`config.mk`:
```
export PLATFORM = sky130hd
export DESIGN_NAME = stream_mode_scheduler
export DESIGN_NICKNAME = d
export VERILOG_FILES = /design/src/rtl/image_proc_pkg.sv /design/src/rtl/key_debouncer.sv /design/src/rtl/stream_mode_scheduler.sv
export SDC_FILE = /design/constraint.sdc
export NUM_CORES = 1
export LEC_CHECK = 0
export CELL_PAD_IN_SITES_DETAIL_PLACEMENT = 1
export CELL_PAD_IN_SITES_GLOBAL_PLACEMENT = 2
export CORE_MARGIN = 3
export CORE_UTILIZATION = 39
export CTS_BUF_LIST = sky130_fd_sc_hd__clkbuf_8
export DETAILED_ROUTE_END_ITERATION = 6
export MAX_ROUTING_LAYER = met4
export PLACE_DENSITY_LB_ADDON = 0.1
export SLEW_MARGIN = 20
export SYNTH_ARGS = -nofsm -noshare
export SYNTH_HDL_FRONTEND = slang
export SYNTH_SLANG_ARGS = --single-unit
```
`constraint.sdc`:
```
create_clock -name iClk -period 5.25 [get_ports iClk]
set_input_delay 0.525 -clock iClk [delete_from_list [all_inputs] [get_ports iClk]]
set_output_delay 0.525 -clock iClk [all_outputs]
set_load 0.1 [all_outputs]
```
`src/rtl/image_proc_pkg.sv`:
```
// Shared definitions for the image_processor mode path: mode encodings,
// widths and the mode-scheduler FSM state type.
package image_proc_pkg;

  localparam int NUM_MODES_DEFAULT = 4;
  localparam int MODE_W            = $clog2(NUM_MODES_DEFAULT);
  localparam int FRAME_CNT_W       = 16;

  // Datapath mode encodings selected by the output mux
  localparam logic [MODE_W-1:0] MODE_PASS = 2'd0;
  localparam logic [MODE_W-1:0] MODE_GRAY = 2'd1;
  localparam logic [MODE_W-1:0] MODE_LBP  = 2'd2;
  localparam logic [MODE_W-1:0] MODE_EDGE = 2'd3;

  typedef enum logic [1:0] {
    IDLE    = 2'd0,
    PENDING = 2'd1,
    COMMIT  = 2'd2
  } sched_state_t;

endpackage

```
`src/rtl/key_debouncer.sv`:
```
// Raw key conditioner: 2-FF synchronizer, stable-sample debouncer and a
// one-cycle pulse on each rising edge of the debounced level.
module key_debouncer #(
  parameter int DEBOUNCE_CYCLES = 500000
) (
  input  logic clk,
  input  logic rst,
  input  logic key,
  output logic rise
);

  localparam int CNT_W = $clog2(DEBOUNCE_CYCLES + 1);
  localparam logic [CNT_W-1:0] CNT_LAST = CNT_W'(DEBOUNCE_CYCLES - 1);

  logic             sync1;
  logic             sync2;
  logic             level;
  logic [CNT_W-1:0] cnt;

  // Bring the asynchronous key into the clock domain
  always_ff @(posedge clk) begin
    if (rst) begin
      sync1 <= 1'b0;
      sync2 <= 1'b0;
    end else begin
      sync1 <= key;
      sync2 <= sync1;
    end
  end

  // Flip the level after DEBOUNCE_CYCLES consecutive samples that differ
  // from it; any sample equal to the level restarts the run.
  always_ff @(posedge clk) begin
    if (rst) begin
      cnt   <= '0;
      level <= 1'b0;
      rise  <= 1'b0;
    end else begin
      rise <= 1'b0;
      if (sync2 == level) begin
        cnt <= '0;
      end else if (cnt == CNT_LAST) begin
        cnt   <= '0;
        level <= sync2;
        rise  <= sync2;
      end else begin
        cnt <= cnt + 1'b1;
      end
    end
  end

endmodule

```
`src/rtl/stream_mode_scheduler.sv`:
```
// Mode scheduler for the VGA stream: key requests move a pending target,
// and the target is committed to oMode only at a frame boundary (falling
// edge of iFrameValid), so a frame never mixes two modes.
// Optional feature macro: AUTO_CYCLE_EN (frame-divided automatic Next).
//
// Output protocol: oSwitch is a one-cycle strobe that is high exactly on
// the cycle oMode shows a newly committed value; there is no back-pressure,
// consumers must sample oMode whenever oSwitch is high.
module stream_mode_scheduler
  import image_proc_pkg::*;
#(
  parameter int NUM_MODES       = 4,
  parameter int DEBOUNCE_CYCLES = 500000,
  parameter int AUTO_FRAMES     = 60
) (
  input  logic                          iClk,
  input  logic                          iRst,
  input  logic                          iNextKey,
  input  logic                          iPrevKey,
  input  logic                          iFrameValid,
  input  logic                          iAuto,
  output logic [$clog2(NUM_MODES)-1:0]  oMode,
  output logic [$clog2(NUM_MODES)-1:0]  oTarget,
  output logic                          oPending,
  output logic                          oSwitch,
  output logic [FRAME_CNT_W-1:0]        oFrameCount,
  output sched_state_t                  oState
);

  localparam int MW = $clog2(NUM_MODES);
  localparam logic [MW-1:0] MODE_LAST = MW'(NUM_MODES - 1);

  logic          key_next;
  logic          key_prev;
  logic          req_next;
  logic          req_prev;
  logic          fv_q;
  logic          fe;
  logic [MW-1:0] target_nxt;

  key_debouncer #(
    .DEBOUNCE_CYCLES (DEBOUNCE_CYCLES)
  ) u_next_key (
    .clk  (iClk),
    .rst  (iRst),
    .key  (iNextKey),
    .rise (key_next)
  );

  key_debouncer #(
    .DEBOUNCE_CYCLES (DEBOUNCE_CYCLES)
  ) u_prev_key (
    .clk  (iClk),
    .rst  (iRst),
    .key  (iPrevKey),
    .rise (key_prev)
  );

  // Previous frame-valid sample for boundary detection
  always_ff @(posedge iClk) begin
    if (iRst) fv_q <= 1'b0;
    else      fv_q <= iFrameValid;
  end

  assign fe = fv_q & ~iFrameValid;

`ifdef AUTO_CYCLE_EN
  localparam int DIV_W = $clog2(AUTO_FRAMES + 1);
  localparam logic [DIV_W-1:0] DIV_LAST = DIV_W'(AUTO_FRAMES - 1);

  logic [DIV_W-1:0] div_cnt;
  logic             auto_hit;

  assign auto_hit = iAuto & fe & (div_cnt == DIV_LAST);

  // Count frame boundaries while auto-cycling; held at zero when disabled
  always_ff @(posedge iClk) begin
    if (iRst || !iAuto) begin
      div_cnt <= '0;
    end else if (fe) begin
      if (auto_hit) div_cnt <= '0;
      else          div_cnt <= div_cnt + 1'b1;
    end
  end

  assign req_next = key_next | auto_hit;
`else
  logic unused_auto;
  localparam int unused_auto_frames = AUTO_FRAMES;
  assign unused_auto = iAuto;
  assign req_next    = key_next;
`endif

  assign req_prev = key_prev;

  // Next target: simultaneous next and prev cancel each other
  always_comb begin
    target_nxt = oTarget;
    if (req_next && !req_prev) begin
      target_nxt = (oTarget == MODE_LAST) ? '0 : oTarget + 1'b1;
    end else if (req_prev && !req_next) begin
      target_nxt = (oTarget == '0) ? MODE_LAST : oTarget - 1'b1;
    end
  end

  // Scheduler FSM with registered outputs. On a boundary the commit takes
  // the target as it stood before this cycle's request, which is still
  // applied to oTarget and re-evaluated from IDLE afterwards.
  always_ff @(posedge iClk) begin
    if (iRst) begin
      oState      <= IDLE;
      oMode       <= '0;
      oTarget     <= '0;
      oPending    <= 1'b0;
      oSwitch     <= 1'b0;
      oFrameCount <= '0;
    end else begin
      oTarget <= target_nxt;
      oSwitch <= 1'b0;
      if (fe) oFrameCount <= oFrameCount + 1'b1;
      case (oState)
        IDLE: begin
          if (target_nxt != oMode) begin
            oState   <= PENDING;
            oPending <= 1'b1;
          end
        end
        PENDING: begin
          if (fe) begin
            oState   <= COMMIT;
            oMode    <= oTarget;
            oSwitch  <= 1'b1;
            oPending <= 1'b0;
          end else if (target_nxt == oMode) begin
            oState   <= IDLE;
            oPending <= 1'b0;
          end
        end
        COMMIT: begin
          oState   <= IDLE;
          oPending <= 1'b0;
        end
        default: begin
          oState   <= IDLE;
          oPending <= 1'b0;
        end
      endcase
    end
  end

endmodule

```
==> metrics <==
combinational share of power=2.2%; Critical Path End Type=output port; slowest stage delay, CP=1180 ps; Synth cell types=48; die area=0.00925 mm^2; Crit path max-delay family=buffers and inverters; MaxCap Viol Count=0; Reg2Reg Setup Slack=3280 ps; crit path to=oFrameCount[4]; drt pass-1 iters=4; Placer Congestion=0.764; reg2reg path depth=6; Antenna Nets Post-Route=0; multi-input logic area=0.00168 mm^2; Syn Nets=367; Final Skew=11.8 ps; Slew Viols, Final=0; TNS Setup=0 ps; post-synth top area cell=dfxtp_1; CP startpoint=oFrameCount[4]; Switching Fraction=21.1%; CTS max path bufs=2; Hold Path Class=flop to flop; synth warn=0; Chip Height=96.2 um; TritonCTS Buffers=9; Final Setup Violations=0; fin crit share=47.4%; non-filler cells, final=491; Top FF cell, synth=dfxtp_1; H-tree depth=3; Starting Density=40.6%; number of flops mapped to enable cells by yosys=0; total global-route track usage=17.1%; pin count of the biggest net entering global routing=39; #FFs+latches synth=70; Ports=30; Worst Path Max Fanout=7; Final Total Pwr=1060 uW; CP startpoint kind=flop; layout cells sized above 1=7.97%; core area=0.00781 mm^2; initial DRC count=39; placed cell areas=0.00353 mm^2; root buf cell=clkbuf_8; port bufs=28; VDD IR max=0.000137 V; Post CTS Setup Buffer Count=0; number of placement rows=32; worst path bufs/invs=1; commonest non-fill, non-tap cell in the layout=dfxtp_1; Seq pwr share=50.6%; Worst path slowest cell=clkdlybuf4s50_1; FMAX=402 MHz; Hold Path Origin=u_prev_key.sync1; # fillers=942; cts hold-fix bufs=0; Clock power frac=47.2%; Routed WL=7070 um; Clock Latency Late Sink=330 ps; drt drc=0; clock sink count=70; Synth Cell Area=0.00317 mm^2; pre-CTS setup slack=2840 ps; wire per inst=14.4 um; vias post-DR=2602; WS Path Type=flop to output port; RSZ-0062 raised after global routing=false; register area share after synthesis=44.2%; CP Cell Sequence=clkdlybuf4s50_1; Worst Max-Slew Pin Slew=984 ps; vias in the first global route=2631; DP Wirelength=4790 um; GRT Residual Overflow=0; FF/Latch Area=0.00140 mm^2; die width=96.2 um; post_cts resized=0; Final Hold Viols=0; max_slew headroom=34.2%; initial antenna violation count=0; Critical Path RT=4720 ps; Yosys top cell area share=44.2%; most frequent cells in the layout=dfxtp_1 (70), nor2_1 (58), clkdlybuf4s50_1 (28), nand3_1 (23), xnor2_1 (22); setup ws final=2760 ps; PD cells=281 mW/mm^2; fin crit period=2490 ps; Post-synth ARST share=0%; DP Cell Count=475; cell internal pwr=835 uW; Final Cell Area=0.00377 mm^2; Layout area overhead=18.7%; nets=395; sw power=223 uW; worst reg2reg startpoint=oTarget[0]; Reg clk slew, reported paths=80 ps; TritonCTS clock tree=yes; CP Depth=1; Pleak=0.00123 uW; CP arrival=1970 ps; diode count=0; cells after synthesis=356; first-pass GRT wire length=12300 um; vias per std cell=5.30; Synth area leaders=dfxtp_1 (44%), nor2_1 (6.9%), xnor2_1 (6.1%); RR Endpoint=oPending; average size of a mapped cell=8.91 um^2; status=finished clean
==> worst min path at each step <==
stage,to,slack (ps),cells past startpoint
finish,u_prev_key.sync2,440,1
global route,u_prev_key.sync2,460,1
CTS,u_prev_key.sync2,450,1
detailed placement,u_prev_key.sync2,430,1
global placement,u_prev_key.sync2,420,1
floorplan,u_next_key.sync2,410,1
==> cells in the mapped netlist (2+ instances only) <==
cell type   n
ha_1        5
nor2b_1     9
clkbuf_1    6
and3_1      8
o21ai_0     8
xor2_1     20
buf_4       2
or3b_2      2
nand3_1    23
nand2b_1    5
nor4b_1     3
nand2_1     9
inv_1      10
nor3_1     13
nor2_1     58
buf_2       3
nand3b_1    3
xnor2_1    22
o221ai_1    2
nor4_1     12
or3_1       3
a21oi_1     9
nand4_1    19
dfxtp_1    70
and4_1      5
mux2i_1     5
==> metrics by stage <==
stage,util [%],hold WS [ps]
floorplan,-,414
global placement,45.2,422
detailed placement,45.3,434
CTS,48.2,447
global route,48.2,456
finish,48.2,440
==> registers in the layout, summed over array words and instances (netlist names), 2 cells and up <==
name,flops
oMode,2
u_prev_key.cnt,19
oTarget,2
u_next_key.cnt,19
oFrameCount,16
==> layer usage <==
metal / GRT usage (%) / wire length [um] / vias up
met5: - / 0 / -
met4: 5.33 / 55 / 0
met3: 3.05 / 121 / 7
met2: 27.0 / 3420 / 20
met1: 22.2 / 3470 / 1265
li1: - / - / 1310
==> power groups by stage <==
stage | Clock, uW | Combinational, uW | Sequential, uW
3_3_place_gp | 0 | 23.0 | 548
4_1_cts | 515 | 23.5 | 536
5_1_grt | 539 | 25.4 | 536
2_1_floorplan | 0 | 11.7 | 552
6_report | 499 | 23.1 | 536
3_5_place_dp | 0 | 23.4 | 548
==> layout make-up <==
class                           count  share of cell area (%)
Tap cell                          102                    3.39
Sequential cell                    70                    37.2
Clock buffer                       11                    4.02
Clock inverter                      5                    2.16
Inverter                           10                   0.997
Timing Repair Buffer               29                    7.64
Multi-Input combinational cell    264                    44.6
==> cell families (layout without fill, tap and decap cells) <==
| group | after synthesis | in the layout | synth area share, % |
|---|---|---|---|
| fa+ha+maj | 5 | 5 | 1.97 |
| mux | 6 | 6 | 1.93 |
| buf+inv | 22 | 55 | 3.00 |
| compound gates | 27 | 27 | 5.33 |
| flops | 70 | 70 | 44.2 |
| simple gates | 184 | 184 | 32.0 |
| xor+xnor | 42 | 42 | 11.6 |
Power figures use the tool's default switching activity.
